[config.mk]
export PLATFORM = sky130hd
export DESIGN_NAME = keypad_emulator
export DESIGN_NICKNAME = d
export VERILOG_FILES = /design/src/rtl/keypad_emulator.sv
export SDC_FILE = /design/constraint.sdc
export NUM_CORES = 1
export LEC_CHECK = 0
export BUFFER_PORTS_ARGS = -buffer_cell sky130_fd_sc_hd__buf_2
export CAP_MARGIN = 0
export CORE_MARGIN = 2
export CORE_UTILIZATION = 28
export DETAILED_ROUTE_END_ITERATION = 16
export HOLD_SLACK_MARGIN = 0.12
export PLACE_DENSITY = 0.42
export SETUP_SLACK_MARGIN = 0.05
export SYNTH_ARGS = -nofsm -noshare
export SYNTH_HDL_FRONTEND = slang
export SYNTH_SLANG_ARGS = --single-unit
[constraint.sdc]
create_clock -name clk -period 2.7 [get_ports clk]
set_clock_uncertainty 0.1 [all_clocks]
set_input_delay 0.135 -clock clk [delete_from_list [all_inputs] [get_ports clk]]
set_output_delay 0.135 -clock clk [all_outputs]
set_load 0.01 [all_outputs]
[src/rtl/keypad_emulator.sv]
// Emulated 4x4 switch matrix: presses one requested key for HOLD_CYCLES, then
// guarantees RELEASE_CYCLES of all-released gap before taking the next request.
module keypad_emulator #(
  parameter int HOLD_CYCLES    = 1_000_000,
  parameter int RELEASE_CYCLES = 500_000,
  parameter int CNT_W          = 20
) (
  input  logic       clk,
  input  logic       rst,
  input  logic [4:0] key_req,
  input  logic       req_valid,
  output logic       req_ready,
  input  logic [3:0] fila,
  output logic [3:0] columna,
  output logic       busy,
  output logic       done,
  output logic       err
);

  typedef enum logic [1:0] {IDLE, PRESS, RELEASE, REJECT} state_t;

  localparam logic [CNT_W-1:0] HOLD_LAST = CNT_W'(HOLD_CYCLES - 1);
  localparam logic [CNT_W-1:0] REL_LAST  = CNT_W'(RELEASE_CYCLES - 1);

  state_t           state_q, state_d;
  logic [CNT_W-1:0] cnt_q, cnt_d;
  logic [3:0]       cur_key_q, cur_key_d;
  logic             done_q, done_d;
  logic             err_q, err_d;
  logic             accept;

  assign accept = req_valid && (state_q == IDLE);

  always_comb begin
    state_d   = state_q;
    cnt_d     = cnt_q;
    cur_key_d = cur_key_q;
    done_d    = 1'b0;
    err_d     = 1'b0;
    case (state_q)
      IDLE: begin
        if (accept) begin
          cur_key_d = key_req[3:0];
          cnt_d     = '0;
          if (key_req[4]) begin
            state_d = REJECT;
            err_d   = 1'b1;
          end else begin
            state_d = PRESS;
          end
        end
      end
      PRESS: begin
        if (cnt_q == HOLD_LAST) begin
          state_d = RELEASE;
          cnt_d   = '0;
        end else begin
          cnt_d = cnt_q + CNT_W'(1);
        end
      end
      RELEASE: begin
        if (cnt_q == REL_LAST) begin
          state_d = IDLE;
          cnt_d   = '0;
          done_d  = 1'b1;
        end else begin
          cnt_d = cnt_q + CNT_W'(1);
        end
      end
      REJECT:  state_d = IDLE;
      default: state_d = IDLE;
    endcase
  end

  always_ff @(posedge clk or posedge rst) begin
    if (rst) begin
      state_q   <= IDLE;
      cnt_q     <= '0;
      cur_key_q <= '0;
      done_q    <= 1'b0;
      err_q     <= 1'b0;
    end else begin
      state_q   <= state_d;
      cnt_q     <= cnt_d;
      cur_key_q <= cur_key_d;
      done_q    <= done_d;
      err_q     <= err_d;
    end
  end

  // Closed switch: the target column follows its row drive with no clock in the path.
  always_comb begin
    columna = 4'b1111;
    if (state_q == PRESS) columna[cur_key_q[1:0]] = fila[cur_key_q[3:2]];
  end

  assign req_ready = (state_q == IDLE);
  assign busy      = (state_q == PRESS) || (state_q == RELEASE);
  assign done      = done_q;
  assign err       = err_q;

endmodule
Yosys cells after proc, flatten, opt, wreduce, memory -nomap -nowiden
Index checks and enable logic that the tools add are counted.
Cells by class
  $add $sub $neg: 1
  $mul: 0
  div/mod/pow operators: 0
  $lt $le $gt $ge: 3
  equality and inequality tests: 8
  shift operators: 0
  multiplexer cells: 19
  bitwise logic cells: 2
  reduce and logical (&&, ||, !) cells: 8
Operator list (number)
  $mux 20: 3
  $pmux 20 s3: 1
  $add 20x1->20 const B: 1
  $eq 20x19->1 const B: 1
  $eq 20x20->1 const B: 1
  $mux 2: 4
  $pmux 2 s4: 1
  $mux 1: 7
  $lt 2x3->1 const B: 2
  $eq 2x2->1 const B: 2
  $mux 4: 1
  $ne 2x2->1 const B: 2
  $not 4->4: 1
  $or 4x4->4: 1
  $reduce_and 2->1: 2
  $reduce_and 3->1: 1
  $reduce_bool 3->1: 1
  $bmux 1 s2: 1
  $demux 1 s2: 1
  $eq 2x1->1 const B: 1
  $ge 2x1->1 const B: 1
  $logic_and 1x1->1: 2
  $logic_not 2->1: 1
  $ne 2x1->1 const B: 1
  $logic_or 1x1->1: 1
Storage, ports and cells
  flip-flop bits (word level): 28
  bits in latches: 0
  RAM bits: 0
  ROM bits: 0
  input port bits: 12
  output and inout bits: 8
  memories: 0

Depth between registers and ports, before layout
  depth after elaboration: 7
  mapped depth: 7

Least setup slack after synthesis
No wires, ideal clock.
  path kind: reg-to-reg
  start point: reg state_q[0]
  end point: reg cnt_q[19]
  library setup time: 0.077 ns
  arrival: 1.894 ns
  setup slack: 0.628 ns
  stages on the path, launching flop included: 8
  path buffers: 0
  cell sequence: dfrtp_1 > inv_1 > ha_1 > nor2b_1 > nor4_2 > nand4b_1 > xor2_1 > a21oi_1
On the way
  cells in the longest elaborated chain, start to end: 4
  elaborated cells on any way between the ends: 8
  those cells by class: eq/ne (3); mux (1); reduce/logical (4)
Ends and longest elaborated chain
  from (decl): line 25  | state_t state_q, state_d;
  from (signal assigned): line 83  | state_q <= state_d;
  $logic_not 2->1 *
  named net req_ready: line 12  | output logic req_ready,
  $logic_and 1x1->1: line 32  | assign accept = req_valid && (state_q == IDLE);
  $ne 2x1->1 (no source line)
  $reduce_and 2->1 (no source line)
  to (signal assigned): line 84  | cnt_q <= cnt_d;
  to (decl): line 26  | logic [CNT_W-1:0] cnt_q, cnt_d;
The timed path passes the listed nets; every way through them passes the cells marked *.
A chain may end at the register's enable or synchronous reset.

Worst setup path in the final report
  start point: reg state_q[1]
  end point: reg cnt_q[3]
On the way
  cells in the longest elaborated chain, start to end: 4
  elaborated cells on any way between the ends: 8
  those cells by class: eq/ne (3); mux (1); reduce/logical (4)
Ends and longest elaborated chain (line)
  $logic_not 2->1: 32, 40
  $logic_and 1x1->1: 32
  $ne 2x1->1 (no source line)
  $reduce_and 2->1 (no source line)
Several ways; a longest one is shown, not always the timed one.

==> results_dict.tcl <==
set metrics [dict create \
    outcome "completed" \
    period_share_pct 84.5 \
    worstReg2RegStart "state_q[1]" \
    antenna_left 0 \
    ys_seq_elements 28 \
    drcViolationCount 0 \
    dp.cells 244 \
    grt-ovfl-total 0 \
    maxSlewViolCount 0 \
    die_x_um 79.0 \
    synthDistinctLibCells 39 \
    dp_hpwl_mm 2.56 \
    hold_path_class "input pin to register" \
    power.density_mw_per_mm2 409 \
    vias 1265 \
    clk_pin_slew_ns 0.11 \
    crit_end "cnt_q[3]" \
    p_sw_uw 151 \
    insertion_delay_ns 0.28 \
    fin_util_pct 34.9 \
    core_mm2 0.00547 \
    ir_drop_v 0.000265 \
    clockBufferDepth 2 \
    synth_top_area_share_pct 44.4 \
    synth_area_leaders "dfrtp_1, xor2_1, a21oi_1" \
    post_cts_buffers 0 \
    setup_violations 0 \
    port-buffer-count 19 \
    wl_mm 3.58 \
    synth-xor-area-share_pct 10.0 \
    cp_data_arrival_time_ns 2.39 \
    crit_fanout 13 \
    nets 201 \
    rr_worst_depth 7 \
    h-tree-depth 1 \
    diodes 0 \
    via_per_inst 4.96 \
    ys_seq_area_share_pct 44.4 \
    grt_pass1_vias 1263 \
    intPower_uw 631 \
    fin_tns_setup_ns 0 \
    yosys.cell_count.top_type "dfrtp_1" \
    synth_common_cells "dfrtp_1, a21oi_1, xor2_1, nand3_1, nand2_1" \
    synthSimpleGateAreaFrac_pct 24.1 \
    drt_pass1_iterations 4 \
    cts_hold_buf 7 \
    grt_max_degree 29 \
    start_util_pct 28.8 \
    layout-drive-gt1-share_pct 19.1 \
    tightest_slew_ns 0.789 \
    cp-start-kind "register" \
    gp_congestion 0.738 \
    root_buffer "clkbuf_8" \
    critPathCaptureType "register" \
    syn_nets 172 \
    die-area_mm2 0.00625 \
    synth_adder_area_share_pct 3.97 \
    combPwrFrac_pct 3.3 \
    worstReg2RegEnd "cnt_q[3]" \
    rows 27 \
    final_cells 255 \
    total_power_uw 783 \
    yosys_warnings 0 \
    synth_top_family_by_area "simple AND/OR/NAND/NOR gates" \
    p_clk_share_pct 43.1 \
    drtIter0Drc 46 \
    synth_mux_area_share_pct 4.29 \
    synthArstFlopShare_pct 100 \
    timing.fmax_ghz 0.439 \
    cts_buffers 3 \
    switching_share_pct 19.3 \
    whs_ns 0.214 \
    synth_edf_count 0 \
    cts-resized-gates 0 \
    antenna_found_initial 0 \
    cts_tree "done" \
    track_usage_pct 12.5 \
    final_hold_viol_count 0 \
    wl_per_cell_um 14.1 \
    cts.sinks 28 \
    synth.avg_cell_area_um2 10.2 \
    seqPwrFrac_pct 53.5 \
    synth_area_mm2 0.00158 \
    crit_type "register to register" \
    required_ns 2.81 \
    leakage_nw 0.829 \
    slew-limit-headroom_pct 47.2 \
    maxCapViolations 0 \
    syn_inst 155 \
    ys.flop_type "dfrtp_1" \
    post-route-min-period_ns 2.28 \
    synth-compound-area-share_pct 10.1 \
    syn_to_final_growth_pct 21.3 \
    crit_start "state_q[1]" \
    rsz0062_at_grt "false" \
    r2r_slack_ns 0.42 \
    io_pins 20 \
    synth_top_cell_by_area "dfrtp_1" \
    dieHeight_um 79.0 \
    grt_pass1_wl_mm 6.18 \
]
[placed cells by master (no fill, tap or decap), drive strengths merged, types with 3 or more instances in the layout]
cell	instances
a21oi	18
and3	7
buf	24
clkbuf	3
dfrtp	28
dlygate4sd3	7
ha	5
inv	4
mux2	4
nand2	8
nand3	10
nand4	7
nor2	3
nor3	3
nor4	4
o21ai	6
xnor2	3
xor2	15
[power groups by stage]
| stage | combinational [mW] | sequential (mW) | clock, mW |
|---|---|---|---|
| after floorplan | 0.00802 | 0.427 | 0 |
| after global placement | 0.0198 | 0.427 | 0 |
| final | 0.0260 | 0.419 | 0.338 |
| after detailed placement | 0.0204 | 0.427 | 0 |
| after CTS | 0.0272 | 0.419 | 0.345 |
| after global routing | 0.0295 | 0.419 | 0.363 |
[sequential cells by signal, summed over array words and instances (netlist names)]
name and flops:
done 1, cur_key_q 4, cnt_q 20, state_q 2, err 1
[how the worst min path moves through the flow]
stage | startpoint | endpoint | cells past startpoint
after global routing | req_valid | state_q[0] | 3
final | req_valid | cnt_q[1] | 4
after detailed placement | rst | cur_key_q[3] | 3
after global placement | rst | cnt_q[2] | 3
after floorplan | rst | cnt_q[0] | 1
after CTS | req_valid | cnt_q[1] | 4
[routing by layer]
| layer | share of wire (%) | routed length (um) | GRT usage, % | up-vias |
|---|---|---|---|---|
| met3 | 4.0 | 143 | 1.70 | 2 |
| met1 | 48 | 1710 | 17.0 | 611 |
| li1 | - | - | - | 616 |
| met5 | 0 | 0 | 0 | - |
| met4 | 0.47 | 17 | 3.62 | 0 |
| met2 | 48 | 1710 | 20.7 | 36 |
[critical path, stage by stage, from the launching register on]
cell	delay [ns]
dfrtp_1	0.43
inv_1	0.09
ha_1	0.26
nor2b_1	0.22
nor2_1	0.62
nand4_1	0.20
xor2_1	0.17
a21oi_1	0.13
[kinds of logic after synthesis]
family,after synthesis
and+or+nand+nor,59
AOI/OAI and AO/OA,28
DFF,28
xor gates and xnor gates,18
buffers and inverters,12
muxes,5
adders and majority gates,5
[area by class of cell]
cell class              count  area, um^2
fillers                   567        3560
multi-input cells         115         827
flip-flops and latches     28         701
repair buffers             31         203
well taps                  72        90.1
clock buffers               3        41.3
clock inverters             1        30.0
inverters                   5        20.0
[stage by stage]
step	area, um^2	setup slack [ns]
finish	1910	0.420
global route	1910	0.161
CTS	1910	0.422
detailed placement	1770	0.434
global placement	1770	0.432
floorplan	1580	0.628
No activity file was read; power rests on OpenSTA's default activity.
